File: src/rtl/outstream_check_if.sv
// outstream_check_if: valid/acknowledge handshake between the node that
// drives a puzzle output port (master) and the output-stream checker (slave).
interface outstream_check_if #(
  parameter int WIDTH = 11
);
  logic             in_valid;
  logic [WIDTH-1:0] in_data;
  logic             in_ack;

  modport master (output in_valid, output in_data, input in_ack);
  modport slave  (input in_valid, input in_data, output in_ack);
endinterface

File: src/rtl/outstream_check.sv
// outstream_check: captures an output stream into a buffer, compares each
// word against the expected stream and reports done/pass/error statistics.
// Optional idle watchdog enabled by defining OUTSTREAM_TIMEOUT_EN.
module outstream_check #(
  parameter int DEPTH   = 39,
  parameter int WIDTH   = 11,
  parameter int TIMEOUT = 1024
) (
  input  logic                   clk,
  input  logic                   rst_n,
  input  logic                   start,
  input  logic [5:0]             length,
  input  logic [WIDTH*DEPTH-1:0] expected,
  outstream_check_if.slave       in_bus,
  output logic [WIDTH*DEPTH-1:0] result,
  output logic [5:0]             pos,
  output logic                   done,
  output logic                   pass,
  output logic                   mismatch,
  output logic [5:0]             err_count,
  output logic [5:0]             first_err,
  output logic                   overrun,
  output logic                   timeout
);

  // Buffer index and counters are 6 bits wide; a 0 watchdog limit is meaningless.
  if (DEPTH > 63 || TIMEOUT < 1) begin : g_param_check
    $error("outstream_check: DEPTH must be <= 63 and TIMEOUT >= 1");
  end

  localparam logic [1:0] ST_IDLE = 2'd0;
  localparam logic [1:0] ST_RUN  = 2'd1;
  localparam logic [1:0] ST_DONE = 2'd2;

  localparam logic [5:0] NO_ERR  = 6'h3F;

  logic [1:0]       state;
  logic [5:0]       len_q;
  logic             ack_q;
  logic [WIDTH-1:0] result_q [DEPTH];
  logic [WIDTH-1:0] exp_arr  [DEPTH];
  logic             timeout_q;

`ifdef OUTSTREAM_TIMEOUT_EN
  localparam int TIMEOUT_W = $clog2(TIMEOUT + 1);
  logic [TIMEOUT_W-1:0] idle_cnt;
`endif

  // Unpack the flat expected bus and pack the capture buffer onto result
  always_comb begin
    // NOTE: every always_comb output gets a value on every path (here by
    // the full loop) so no latch is inferred.
    for (int i = 0; i < DEPTH; i++) begin
      exp_arr[i]                 = expected[i*WIDTH +: WIDTH];
      result[i*WIDTH +: WIDTH]   = result_q[i];
    end
  end

  assign in_bus.in_ack = ack_q;
  assign done          = (state == ST_DONE);
  assign timeout       = timeout_q;
  assign pass          = done & ~mismatch & ~overrun & ~timeout_q;

  // Capture FSM, sticky status flags and the one-cycle acknowledge pulse
  always_ff @(posedge clk or negedge rst_n) begin
    if (!rst_n) begin
      state     <= ST_IDLE;
      len_q     <= '0;
      ack_q     <= 1'b0;
      pos       <= '0;
      mismatch  <= 1'b0;
      err_count <= '0;
      first_err <= NO_ERR;
      overrun   <= 1'b0;
      timeout_q <= 1'b0;
      // NOTE: the capture buffer is reset on purpose: result must read all
      // zeros after reset, so it is built from resettable flops, not RAM.
      for (int i = 0; i < DEPTH; i++) result_q[i] <= '0;
`ifdef OUTSTREAM_TIMEOUT_EN
      idle_cnt  <= '0;
`endif
    end else begin
      // NOTE: non-blocking assignments throughout so every register samples
      // pre-edge values regardless of statement order.
      ack_q <= 1'b0;
      case (state)
        ST_RUN: begin
          if (in_bus.in_valid && !ack_q) begin
            result_q[pos] <= in_bus.in_data;
            pos           <= pos + 6'd1;
            ack_q         <= 1'b1;
            if ($signed(in_bus.in_data) != $signed(exp_arr[pos])) begin
              mismatch <= 1'b1;
              if (err_count != 6'h3F) err_count <= err_count + 6'd1;
              if (first_err == NO_ERR) first_err <= pos;
            end
            if (pos == len_q - 6'd1) state <= ST_DONE;
`ifdef OUTSTREAM_TIMEOUT_EN
            idle_cnt <= '0;
          end else if (idle_cnt == TIMEOUT_W'(TIMEOUT - 1)) begin
            // Limit-th consecutive idle cycle: give up on the producer
            timeout_q <= 1'b1;
            state     <= ST_DONE;
          end else begin
            idle_cnt <= idle_cnt + 1'b1;
`endif
          end
        end
        default: begin
          // IDLE and DONE both (re-)arm on start; result is kept on purpose
          if (start) begin
            len_q     <= length;
            pos       <= '0;
            mismatch  <= 1'b0;
            err_count <= '0;
            first_err <= NO_ERR;
            overrun   <= 1'b0;
            timeout_q <= 1'b0;
            state     <= (length == 6'd0) ? ST_DONE : ST_RUN;
`ifdef OUTSTREAM_TIMEOUT_EN
            idle_cnt  <= '0;
`endif
          end else if (state == ST_DONE && in_bus.in_valid && !ack_q) begin
            // Extra word after the stream ended: swallow it, never stall
            ack_q   <= 1'b1;
            overrun <= 1'b1;
          end
        end
      endcase
    end
  end

endmodule

File: src/flat_wrapper.sv
// flat-port wrapper written by rule: the top's interface ports become plain ports
module outstream_check_flat 
#(
  parameter int DEPTH   = 39,
  parameter int WIDTH   = 11,
  parameter int TIMEOUT = 1024
)
  (clk, rst_n, start, length, expected, result, pos, done, pass, mismatch, err_count, first_err, overrun, timeout, in_bus_in_valid, in_bus_in_data, in_bus_in_ack);
  outstream_check_if #(.WIDTH(WIDTH)) in_bus_i ();
  input  logic clk;
  input  logic rst_n;
  input  logic start;
  input  logic [5:0] length;
  input  logic [WIDTH*DEPTH-1:0] expected;
  output logic [WIDTH*DEPTH-1:0] result;
  output logic [5:0] pos;
  output logic done;
  output logic pass;
  output logic mismatch;
  output logic [5:0] err_count;
  output logic [5:0] first_err;
  output logic overrun;
  output logic timeout;
  input wire logic [$bits(in_bus_i.in_valid)-1:0] in_bus_in_valid;
  input wire logic [$bits(in_bus_i.in_data)-1:0] in_bus_in_data;
  output wire logic [$bits(in_bus_i.in_ack)-1:0] in_bus_in_ack;
  assign in_bus_i.in_valid = in_bus_in_valid;
  assign in_bus_i.in_data = in_bus_in_data;
  assign in_bus_in_ack = in_bus_i.in_ack;
  outstream_check #(.DEPTH(DEPTH), .WIDTH(WIDTH), .TIMEOUT(TIMEOUT)) u_core (.clk(clk), .rst_n(rst_n), .start(start), .length(length), .expected(expected), .in_bus(in_bus_i), .result(result), .pos(pos), .done(done), .pass(pass), .mismatch(mismatch), .err_count(err_count), .first_err(first_err), .overrun(overrun), .timeout(timeout));
endmodule
File: config.mk
export PLATFORM = sky130hd
export DESIGN_NAME = outstream_check_flat
export DESIGN_NICKNAME = d
export VERILOG_FILES = /design/src/rtl/outstream_check_if.sv /design/src/rtl/outstream_check.sv /design/src/flat_wrapper.sv
export SDC_FILE = /design/constraint.sdc
export NUM_CORES = 1
export LEC_CHECK = 0
export ABC_AREA = 1
export CORE_AREA = 2 2 350 352
export CTS_CLUSTER_SIZE = 25
export DETAILED_ROUTE_END_ITERATION = 7
export DIE_AREA = 0 0 352 354
export PLACE_DENSITY_LB_ADDON = 0.05
export SLEW_MARGIN = 5
export SYNTH_ARGS = -nofsm -noshare
export SYNTH_HDL_FRONTEND = slang
export SYNTH_SLANG_ARGS = --single-unit
File: constraint.sdc
create_clock -name clk -period 2.5 [get_ports clk]
set_clock_uncertainty 0.2 [all_clocks]
set_input_delay 0.5 -clock clk [delete_from_list [all_inputs] [get_ports clk]]
set_output_delay 0.5 -clock clk [all_outputs]
set_load 0.02 [all_outputs]
==> results.cfg <==
[run_status]
status = finished with violations
violations = negative setup slack

[placement]
dp_cells = 5454
post_dp_cell_area_mm2 = 0.0346
gp_congestion = 0.909
io_buffers = 901
hpwlAfterDp_mm = 108

[final_layout]
fillers = 13041
multi_input_area_mm2 = 0.00939
final_nets = 4382
layout-drive-gt1-share = 0.142
final_cell_area_mm2 = 0.0381
ff_latch_area_mm2 = 0.0115
area_delta_synth_final_pct = 75.2
instances_no_fill = 5623

[timing]
fmax_mhz = 339
finalCriticalPeriod_ps = 2950
postLayoutSetupSlackWorst_ps = -450
post-route-period-util = 1.18
hold_slack_ps = 138
relSlewSlack = 0.611
worstMarginPinSlew_ps = 583
slew_violations = 0
rsz0062_at_grt = yes
tns_ps = -5290
timing_hold_violations_final = 0
setup_violations = 14

[worst_setup_path]
ff2ff_path_depth = 20
path_cells = buf_16 -> buf_4 -> buf_6 -> nand2_1 -> nand2_1 -> nand2_1 -> nand2_1 -> nand2_1 -> nand2_1 -> nand2_1 -> nand2_1 -> nor2_2 -> nand2_1 -> nand2_2 -> nand4_1 -> nor2_4 -> nand2_4 -> buf_6 -> nand4_1 -> nand2_1
critical_path_cell_count = 20
path_delay_family = simple AND/OR/NAND/NOR gates
rrSetupSlack_ps = -450
r2r-start = u_core.pos[0]
crit_path_end_kind = flip-flop
path_max_fanout = 8
cpPeakStageDelay_ps = 580
arrival_ps = 3320
cpMostUsedCell = nand2_1
cp-start-kind = flip-flop
crit_slowest_cell = dfrtp_4
timing.rr.end = u_core.err_count[2]
path_buf_inv = 4
required_ps = 2870
crit_type = flip-flop to flip-flop

[logic_synthesis]
ys_ff_latch = 458
synth_top_area_cell = dfrtp_1
yosys_warnings = 0
async_flop_share = 1.00
synthAdderAreaFrac = 0.00173
yosysSeqAreaShare = 0.527
avgSynthCellArea_um2 = 7.51
synthMuxAreaShare = 0
synth_compound_area_frac = 0.117
ys_top_cells_by_count = nand2_1, o21ai_0, dfrtp_1, inv_1, clkbuf_1
synth_top_area_frac = 0.520
synth_nets = 3347
synth_cell_types = 36
synth_top_family_by_area = simple AND/OR/NAND/NOR gates
yosysMostFrequentCell = nand2_1
synth_edf_count = 0
mappedNetlistArea_mm2 = 0.0217
yosys-top-cells-area = dfrtp_1, nand2_1, o21ai_0
yosys.area_share.simple = 0.280
netlist_instances = 2894
synth_xor_area_frac = 0.00443
ys.flop_type = dfrtp_1

[clock_tree]
cts_tree = yes
h-tree-depth = 2
clk_pin_slew_worst_paths_ps = 60
numCtsBuffers = 56
cts_sinks = 458
clock_path_buffers = 3
clk_latency_ps = 680
ctsRootBufferMaster = clkbuf_16

[die]
die_x_um = 352
die_y_um = 354
start_util = 0.180
io_pins = 903
die_area_mm2 = 0.125
core_region_area_mm2 = 0.121
num_rows = 128

[routing]
drt_pass1_iterations = 5
drt_iter0_drc = 1586
ant_nets = 0
remaining_drc_errors = 0
post_drt_wl_per_cell_um = 25.6
viasPerCell = 4.14
vias = 23273
routed_wl_mm = 144

[worst_hold_path]
min-delay-path-class = input pin to asynchronous set/reset pin

[grt]
grt_pass1_wl_mm = 200
grt_pass1_vias = 23872
grt_remaining_overflow = 0
antenna_found_initial = 37
grt_use_total = 0.226
grt_max_degree = 77

[pwr]
leakage_uw = 0.0175
power.density_mw_per_mm2 = 800
vdd_drop_max_v = 0.000817
design_power_total_uw = 30500

[flow_run]
cap_viol_max_count = 0
[worst max-delay path by stage]
| stage | from | to | slack, ps |
|---|---|---|---|
| 2_1_floorplan | u_core.pos[0] | u_core.err_count[2] | 9 |
| 4_1_cts | u_core.pos[1] | u_core.err_count[2] | -420 |
| 3_3_place_gp | u_core.pos[2] | u_core.err_count[5] | -950 |
| 3_5_place_dp | u_core.pos[2] | u_core.err_count[1] | -900 |
| 5_1_grt | u_core.pos[0] | u_core.err_count[2] | -550 |
| 6_report | u_core.pos[0] | u_core.err_count[2] | -450 |
[cells in the final DEF, fill, tap and decap left out, types with 30 or more instances in the layout]
cell / count
nand3_1: 108
buf_12: 80
o21ai_0: 438
nor2_1: 66
clkbuf_16: 62
buf_4: 162
nand2_2: 47
inv_1: 157
clkdlybuf4s50_1: 863
nand4_1: 32
dlygate4sd2_1: 30
dfrtp_1: 449
nand2_1: 1178
[flip-flops by register name, indices dropped and copies added (netlist names)]
| signal | cells |
|---|---|
| u_core.overrun | 1 |
| u_core.mismatch | 1 |
| u_core.first_err | 6 |
| u_core.pos | 6 |
| u_core.err_count | 6 |
| u_core.state | 2 |
| u_core.result | 429 |
| u_core.in_bus.in_ack | 1 |
| u_core.len_q | 6 |
[power breakdown]
part | internal [uW] | leakage (uW) | switching, uW | total [uW]
Combinational | 5330 | 0.0102 | 7470 | 12800
Clock | 5430 | 0.00100 | 3550 | 8980
Sequential | 8160 | 0.00630 | 518 | 8680
[cell families after synthesis]
group,count (synthesis)
AND/OR/NAND/NOR,1533
AO/OA/AOI/OAI,507
flip-flops,458
buffers and inverters,381
XOR/XNOR,11
adder cells (fa/ha/maj),3
other,1
[metal layers]
metal	wire, um	part of all wire	track usage	up-vias
met5	125	0.00087	0	-
met4	2250	0.016	0.0494	20
met3	10200	0.071	0.0683	130
met2	71300	0.50	0.389	684
li1	-	-	-	11286
met1	60000	0.42	0.276	11153
[metrics by stage]
stage,setup slack (ps),util
2_1_floorplan,9.38,-
3_3_place_gp,-945,0.287
3_5_place_dp,-905,0.287
4_1_cts,-424,0.310
5_1_grt,-550,0.315
6_report,-450,0.315
[final cells by class]
class,instances,area share
repair buffers,1181,0.325
well taps,1625,0.0534
multi-input cells,2056,0.246
clock buffers,83,0.0444
flip-flops and latches,458,0.301
clock inverters,21,0.00930
inverters,176,0.0182
diodes,23,0.00151
[what timing repair did]
action | in CTS | in global routing
pin swaps | 36 | 27
cloned | 3 | 6
endpoints found under the hold margin | 203 | 0
buffers inserted | 28 | 8
endpoints found under the setup margin | 207 | 230
hold buffers | 1 | 0
gates resized for setup | 172 | 126
Power figures use the tool's default switching activity.
